==> config.mk <==
export PLATFORM = sky130hd
export DESIGN_NAME = filter_out_writer_240px_flat
export DESIGN_NICKNAME = d
export VERILOG_FILES = /design/src/rtl/filter_out_writer_240px_if.sv /design/src/rtl/filter_out_writer_240px.sv /design/src/flat_wrapper.sv
export SDC_FILE = /design/constraint.sdc
export NUM_CORES = 1
export LEC_CHECK = 0
export CORE_ASPECT_RATIO = 1.4
export CORE_MARGIN = 2
export CORE_UTILIZATION = 44
export CTS_CLUSTER_SIZE = 25
export DETAILED_ROUTE_END_ITERATION = 10
export PLACE_DENSITY = 0.76
export SETUP_SLACK_MARGIN = 0.3
export SYNTH_ARGS = -nofsm -noshare
export SYNTH_HDL_FRONTEND = slang
export SYNTH_SLANG_ARGS = --single-unit
==> constraint.sdc <==
create_clock -name clk -period 8.3 [get_ports clk]
set_clock_uncertainty 0.15 [all_clocks]
set_input_delay 1.245 -clock clk [delete_from_list [all_inputs] [get_ports clk]]
set_output_delay 1.245 -clock clk [all_outputs]
set_load 0.01 [all_outputs]
==> src/rtl/filter_out_writer_240px_if.sv <==
// 16-bit memory-mapped write bus between the filter output writer and the frame buffer.
interface filter_out_writer_240px_if #(
  parameter int ADDR_W = 32
);
  logic [ADDR_W-1:0] m_address;
  logic [15:0]       m_writedata;
  logic              m_write;
  logic              m_waitrequest;

  modport master (output m_address, m_writedata, m_write, input m_waitrequest);
  modport slave  (input m_address, m_writedata, m_write, output m_waitrequest);
endinterface

==> src/rtl/filter_out_writer_240px.sv <==
// Buffers filtered RGB565 pixels in a small FIFO and writes them to the frame buffer.
// Optional stall counter output enabled by defining FILTER_OUT_STALL_CNT_EN.
module filter_out_writer_240px #(
  parameter int BLOCK_LENGTH = 240,
  parameter int BLOCK_ROWS   = 240,
  parameter int FIFO_DEPTH   = 8,
  parameter int ADDR_W       = 32
) (
  input  logic                      clk,
  input  logic                      reset,
  input  logic                      start,
  input  logic [ADDR_W-1:0]         base_addr,
  input  logic [15:0]               d_in,
  input  logic                      d_valid,
  output logic                      in_ready,
  output logic [9:0]                cursor,
  output logic [8:0]                row,
  filter_out_writer_240px_if.master bus,
  output logic                      busy,
  output logic                      done,
  output logic                      overflow
`ifdef FILTER_OUT_STALL_CNT_EN
  ,
  output logic [31:0]               stall_cycles
`endif
);

  localparam int PTR_W = $clog2(FIFO_DEPTH);
  localparam int CNT_W = PTR_W + 1;
  localparam int TOTAL = BLOCK_LENGTH * BLOCK_ROWS;

  typedef enum logic [1:0] {S_IDLE, S_RUN, S_DRAIN, S_DONE} state_t;

  state_t             state_reg;
  logic [PTR_W-1:0]   wr_ptr_reg;
  logic [PTR_W-1:0]   rd_ptr_reg;
  logic [CNT_W-1:0]   count_reg;
  logic [15:0]        fifo_mem [FIFO_DEPTH];
  logic [ADDR_W-1:0]  base_reg;
  logic [16:0]        write_index_reg;
  logic [16:0]        pix_count_reg;
  logic [9:0]         cursor_reg;
  logic [8:0]         row_reg;
  logic               overflow_reg;

  logic               active;
  logic               push;
  logic               pop;
  logic               write_req;

  assign active    = (state_reg == S_RUN) || (state_reg == S_DRAIN);
  assign in_ready  = (state_reg == S_RUN) && (count_reg < CNT_W'(FIFO_DEPTH));
  assign push      = d_valid && in_ready;
  assign write_req = active && (count_reg != '0);
  assign pop       = write_req && !bus.m_waitrequest;

  assign bus.m_write     = write_req;
  assign bus.m_writedata = write_req ? fifo_mem[rd_ptr_reg] : 16'h0000;
  // Address only moves on a completed write, so it is stable across a stall.
  assign bus.m_address   = base_reg + (ADDR_W'(write_index_reg) << 1);

  assign cursor   = cursor_reg;
  assign row      = row_reg;
  assign overflow = overflow_reg;
  assign busy     = active;
  assign done     = (state_reg == S_DONE);

  always_ff @(posedge clk) begin
    if (push) begin
      fifo_mem[wr_ptr_reg] <= d_in;
    end
  end

  always_ff @(posedge clk) begin
    if (reset) begin
      state_reg       <= S_IDLE;
      wr_ptr_reg      <= '0;
      rd_ptr_reg      <= '0;
      count_reg       <= '0;
      base_reg        <= '0;
      write_index_reg <= '0;
      pix_count_reg   <= '0;
      cursor_reg      <= '0;
      row_reg         <= '0;
      overflow_reg    <= 1'b0;
    end else begin
      if (push) begin
        wr_ptr_reg    <= wr_ptr_reg + PTR_W'(1);
        pix_count_reg <= pix_count_reg + 17'd1;
        if (cursor_reg == 10'(BLOCK_LENGTH - 1)) begin
          cursor_reg <= '0;
          row_reg    <= row_reg + 9'd1;
        end else begin
          cursor_reg <= cursor_reg + 10'd1;
        end
      end

      if (pop) begin
        rd_ptr_reg      <= rd_ptr_reg + PTR_W'(1);
        write_index_reg <= write_index_reg + 17'd1;
      end

      case ({push, pop})
        2'b10:   count_reg <= count_reg + CNT_W'(1);
        2'b01:   count_reg <= count_reg - CNT_W'(1);
        default: ;
      endcase

      // A pixel offered while the FIFO is full is lost; only flag it mid-frame.
      if ((state_reg == S_RUN) && d_valid && !in_ready) begin
        overflow_reg <= 1'b1;
      end

      case (state_reg)
        S_IDLE: begin
          if (start) begin
            state_reg       <= S_RUN;
            base_reg        <= base_addr;
            overflow_reg    <= 1'b0;
            wr_ptr_reg      <= '0;
            rd_ptr_reg      <= '0;
            count_reg       <= '0;
            write_index_reg <= '0;
            pix_count_reg   <= '0;
            cursor_reg      <= '0;
            row_reg         <= '0;
          end
        end
        S_RUN: begin
          if (push && (pix_count_reg == 17'(TOTAL - 1))) begin
            state_reg <= S_DRAIN;
          end
        end
        S_DRAIN: begin
          if (count_reg == '0) begin
            state_reg <= S_DONE;
          end
        end
        default: state_reg <= S_IDLE;
      endcase
    end
  end

`ifdef FILTER_OUT_STALL_CNT_EN
  logic [31:0] stall_reg;

  always_ff @(posedge clk) begin
    if (reset) begin
      stall_reg <= '0;
    end else if ((state_reg == S_IDLE) && start) begin
      stall_reg <= '0;
    end else if (write_req && bus.m_waitrequest && (stall_reg != 32'hFFFF_FFFF)) begin
      stall_reg <= stall_reg + 32'd1;
    end
  end

  assign stall_cycles = stall_reg;
`endif

endmodule

==> src/flat_wrapper.sv <==
// flat-port wrapper written by rule: the top's interface ports become plain ports
module filter_out_writer_240px_flat 
#(
  parameter int BLOCK_LENGTH = 240,
  parameter int BLOCK_ROWS   = 240,
  parameter int FIFO_DEPTH   = 8,
  parameter int ADDR_W       = 32
)
  (clk, reset, start, base_addr, d_in, d_valid, in_ready, cursor, row, busy, done, overflow, bus_m_address, bus_m_writedata, bus_m_write, bus_m_waitrequest);
  filter_out_writer_240px_if #(.ADDR_W(ADDR_W)) bus_i ();
  input  logic clk;
  input  logic reset;
  input  logic start;
  input  logic [ADDR_W-1:0] base_addr;
  input  logic [15:0] d_in;
  input  logic d_valid;
  output logic in_ready;
  output logic [9:0] cursor;
  output logic [8:0] row;
  output logic busy;
  output logic done;
  output logic overflow;
  output wire logic [$bits(bus_i.m_address)-1:0] bus_m_address;
  output wire logic [$bits(bus_i.m_writedata)-1:0] bus_m_writedata;
  output wire logic [$bits(bus_i.m_write)-1:0] bus_m_write;
  input wire logic [$bits(bus_i.m_waitrequest)-1:0] bus_m_waitrequest;
  assign bus_m_address = bus_i.m_address;
  assign bus_m_writedata = bus_i.m_writedata;
  assign bus_m_write = bus_i.m_write;
  assign bus_i.m_waitrequest = bus_m_waitrequest;
  filter_out_writer_240px #(.BLOCK_LENGTH(BLOCK_LENGTH), .BLOCK_ROWS(BLOCK_ROWS), .FIFO_DEPTH(FIFO_DEPTH), .ADDR_W(ADDR_W)) u_core (.clk(clk), .reset(reset), .start(start), .base_addr(base_addr), .d_in(d_in), .d_valid(d_valid), .in_ready(in_ready), .cursor(cursor), .row(row), .bus(bus_i), .busy(busy), .done(done), .overflow(overflow));
endmodule
Word level (Yosys, flattened, before mapping). Memories as Yosys holds them, arrays and structs flattened. A register that Yosys moved wholly into a read port is not among the register bits. Cells that the tools add are included. Widths: inputs -> output; s select.

Register bits after elaboration: 98. Latch bits: 0. RAM bits: 128. Bits in read-only memories: 0. Input port bits: 53. Output and inout bits: 72. Memories: 1.

Memory list: u_core.fifo_mem (depth 8, width 16, rd ports 1, clocked after Yosys merged registers in 1, wr ports 1, RTL line filter_out_writer_240px.sv:38) `logic [15:0] fifo_mem [FIFO_DEPTH];`.

Add/sub/neg operators: 9. Multiply operators: 0. Divide/modulo/power cells: 0. Magnitude comparators: 1. Equal/unequal tests: 10. Shift-type cells: 0. Multiplexer cells: 34. Bitwise logic cells: 0. Reductions and logical operators: 15.

Operator list (number): $mux 17 (6); $mux 10 (4); $mux 9 (4); $add 17x1->17 const B (2); $add 32x18->32 (1); $mux 3 (7); $eq 17x16->1 const B (1); $mux 16 (1); $add 10x1->10 const B (1); $eq 10x8->1 const B (1); $add 9x1->9 const B (1); $mux 4 (2); $pmux 4 s2 (1); $logic_and 1x1->1 (7); $add 3x1->3 const B (2); $eq 2x2->1 const B (3); $mux 2 (3); $ne 2x2->1 const B (3); $pmux 2 s3 (1); $mux 1 (5); $add 4x1->4 const B (1); $eq 2x1->1 const B (2); $logic_not 4->1 (1); $lt 4x4->1 const B (1); other kinds (7) (8).

Longest topological paths before layout.
Word-level depth: 8. Gate-level depth with buffers: 12.

Least setup slack after synthesis. No wires, ideal clock.

Kind: input to register. Start point: input port d_valid. End point: memory u_core.fifo_mem[0][0] (enable). Library setup time: 430 ps. Arrival: 3341 ps. Setup slack: 4379 ps. Stages: 5. Cells stage by stage: and3b_1 buf_6 inv_2 clkbuf_1 nor4_1.

Longest elaborated chain between the ends: 3.

RTL lines: start: declaration (RTL line flat_wrapper.sv:16) `input logic d_valid;`; $logic_and 1x1->1 (RTL line filter_out_writer_240px.sv:53) `assign push = d_valid && in_ready;`; $mux 1 (RTL line filter_out_writer_240px.sv:69) `if (push) begin`; $mux 1 (not written as such) (RTL line filter_out_writer_240px.sv:70) `fifo_mem[wr_ptr_reg] <= d_in;`; end: declaration (RTL line filter_out_writer_240px.sv:38).

Every way passes these cells.

Final worst setup path.
Start point: register u_core.write_index_reg[0]. End point: output port bus_m_address[21].

Longest elaborated chain between the ends: 1.

RTL lines: start: declaration (RTL line filter_out_writer_240px.sv:40) `logic [16:0] write_index_reg;`; start signal: assignment (RTL line filter_out_writer_240px.sv:100) `write_index_reg <= write_index_reg + 17'd1;`; $add 32x18->32 (RTL line filter_out_writer_240px.sv:60) `assign bus.m_address = base_reg + (ADDR_W'(write_index_reg) << 1);`; end: declaration (RTL line flat_wrapper.sv:23) `output wire logic [$bits(bus_i.m_address)-1:0] bus_m_address;`.

Every way passes these cells.

==> metrics <==
Worst Max-Slew Pin Slew=~1.2 ns; Clock Power Share=between 30% and 40%; Final Hold Fails=0; max-cap violations=0; post-cts sizing count=0; minimum clock period=between 4 and 5 ns; Initial DRT Pass Iterations=4; total grt overflow=0; root buf cell=clkbuf_16; Worst path slowest cell=clkdlybuf4s50_1; Total Power=between 2 and 3 mW; leakage=4.22 nW; vias per cell=5.34; HPWL after DPL=~14000 µm; Iteration-0 DRC Markers=between 400 and 500; Main synth FF type=edfxtp_1; beginning of the worst hold path=u_core.base_reg[16]$_SDFFE_PP0P_; post-route ant nets=0; GPL Wtd Cong=0.860; post-synthesis sequential area ratio=between 50 and 60%; Worst EP required=6.90 ns; Max VDD drop=0.000142 V; #FFs+latches synth=~230; Finished Layout Cells=~1300; wire per inst=around 16 µm; worst path cell trace=ha_1 -> fa_1 -> a211oi_1 -> nor2_1 -> o311ai_1 -> a21boi_1 -> o2111ai_1 -> xnor2_1 -> clkdlybuf4s50_1; mean post-synth cell area=approximately 12 µm²; Clock Path Buffers=3; nets=between 1000 and 1500; sequential group share of total power=roughly 48%; Post-Place Cells=1259; CTS Hold Bufs=0; Peak Freq=between 0.2 and 0.25 GHz; Startpoint Class=flop; Post-Route WL=roughly 21000 µm; RR Startpoint=u_core.state_reg[0]$_SDFFE_PP0P_; Worst Setup SP=u_core.write_index_reg[0]$_SDFF_PP0_; RSZ-0062 raised after global routing=false; ratio of cells with drive above 1 in the final layout=between 9 and 10%; Max stage delay on crit path=about 0.56 ns; Final period util=approximately 60%; Clock Sinks=226; switching power=0.697 mW; mapped cell area=between 10000 and 15000 µm²; DP Area=11700 µm²; fill count=1952; Hold Path Class=reg2reg; crit path max fanout=4; yosys warns=0; Mapped Nets=around 950; final setup TNS=0 ns; Yosys cell types=between 60 and 70; core area=22600 µm²; cell area after layout=roughly 12000 µm²; die width=about 130 µm; die height=184 µm; Critical Path End Type=output pin; # IOs=125; TritonCTS clock tree=built; synthesized instance count=870; H-tree Lvls=1; Starting Density=between 40% and 50%; first-pass GRT wire length=approximately 34000 µm; Logic pwr share=between 10% and 20%; largest net degree at the start of global routing=57; die area=24400 µm²; vias in the first global route=6812; CTS Buf Count=22; critical path class=reg2out; EDFF count, synth=roughly 130; Port Buffers=roughly 120; initial antenna violation count=0; Rel. slew slack=a little under a quarter; asr flop ratio synth=0%; commonest non-fill, non-tap cell in the layout=edfxtp_1; Total GRT Usage=between 10% and 20%; antenna cells=0; sw frac=roughly 26%; # setup viols final=0; via count=just under 7000; Critical Path AT=approximately 3.6 ns; Final Max Slew Viols=0; Largest register FFs=around 130; Final Util=~55%; worst skew pair latency=between 0.4 and 0.5 ns; Reg clk slew, reported paths=approximately 0.060 ns; status=completed; most frequent cells in the layout=edfxtp_1 (128), clkdlybuf4s50_1 (124), nand2_1 (112); Internal Power=~2 mW; Power Dens Cells=217 nW/µm²; Post-CTS Setup Bufs=0; Area Overhead vs Synth=22.2%; Site Rows=65; drt drc=0
-- layer usage --
layer | GRT usage [%] | routed length (µm) | vias to the layer above
met3 | 3.45 | 1050 | 20
met2 | 32.8 | 11500 | 157
met5 | 0 | 0 | -
met4 | 3.61 | 263 | 0
li1 | - | - | 3374
met1 | 20.3 | 8660 | 3382
-- per-stage QoR --
step,setup slack (ns),hold slack [ns]
after CTS,3.33,0.309
after floorplan,4.38,0.287
after detailed placement,3.92,0.301
after global routing,3.10,0.327
after global placement,3.91,0.293
final,3.30,0.307
-- Yosys cell counts, types with 9 or more instances --
master,instances,area [µm²]
nor2_1,98,368
o21ai_0,9,45.0
nand2_1,112,420
nand3_1,28,140
xnor2_1,33,289
and3_1,10,62.6
or3_1,9,56.3
edfxtp_1,128,3840
a21oi_1,65,325
xor2_1,46,403
ha_1,29,363
dfxtp_1,98,1960
clkbuf_1,31,116
mux4_2,32,721
nand4_1,19,119
mux2i_1,21,210
-- logic make-up after synthesis --
logic type	share of synthesized area [%]
simple gates	14.7
flops	57.1
compound gates	6.51
xor+xnor	6.80
mux	9.15
buf+inv	2.03
fa+ha+maj	3.76
-- power by group through the flow --
stage / registers (mW) / logic, mW / clock network [mW]
5_1_grt: 1.29 / 0.491 / 1.04
3_3_place_gp: 1.30 / 0.444 / 0
2_1_floorplan: 1.29 / 0.276 / 0
4_1_cts: 1.28 / 0.453 / 0.992
6_report: 1.28 / 0.447 / 0.966
3_5_place_dp: 1.31 / 0.450 / 0
-- final timing paths --
check / cells past startpoint / slack [ns] / end
setup / recovery: 9 / 3.30 / bus_m_address[21]
setup reg to reg: 10 / 5.27 / u_core.count_reg[3]$_SDFF_PP0_
hold reg to reg: 2 / 0.31 / u_core.base_reg[16]$_SDFFE_PP0P_
hold / removal: 2 / 0.31 / u_core.base_reg[16]$_SDFFE_PP0P_
-- critical path, delay by kind of cell, from the launching register on --
family,cells,cell delay [ns]
flip-flops,1,0.35
AND/OR/NAND/NOR,1,0.13
adder cells (fa/ha/maj),2,0.67
AO/OA/AOI/OAI,4,1.23
buffers and inverters,1,0.56
XOR/XNOR,1,0.15
-- layout make-up --
type	instances	area (µm²)	share of cell area [%]
clock inverter	9	45.0	0.362
inverter	7	26.3	0.211
sequential	226	5810	46.7
timing repair buffer	130	1290	10.3
tap	301	377	3.03
multi-input combinational	595	4220	34.0
clock buffer	31	666	5.35
(Power assumes the default switching activity.)
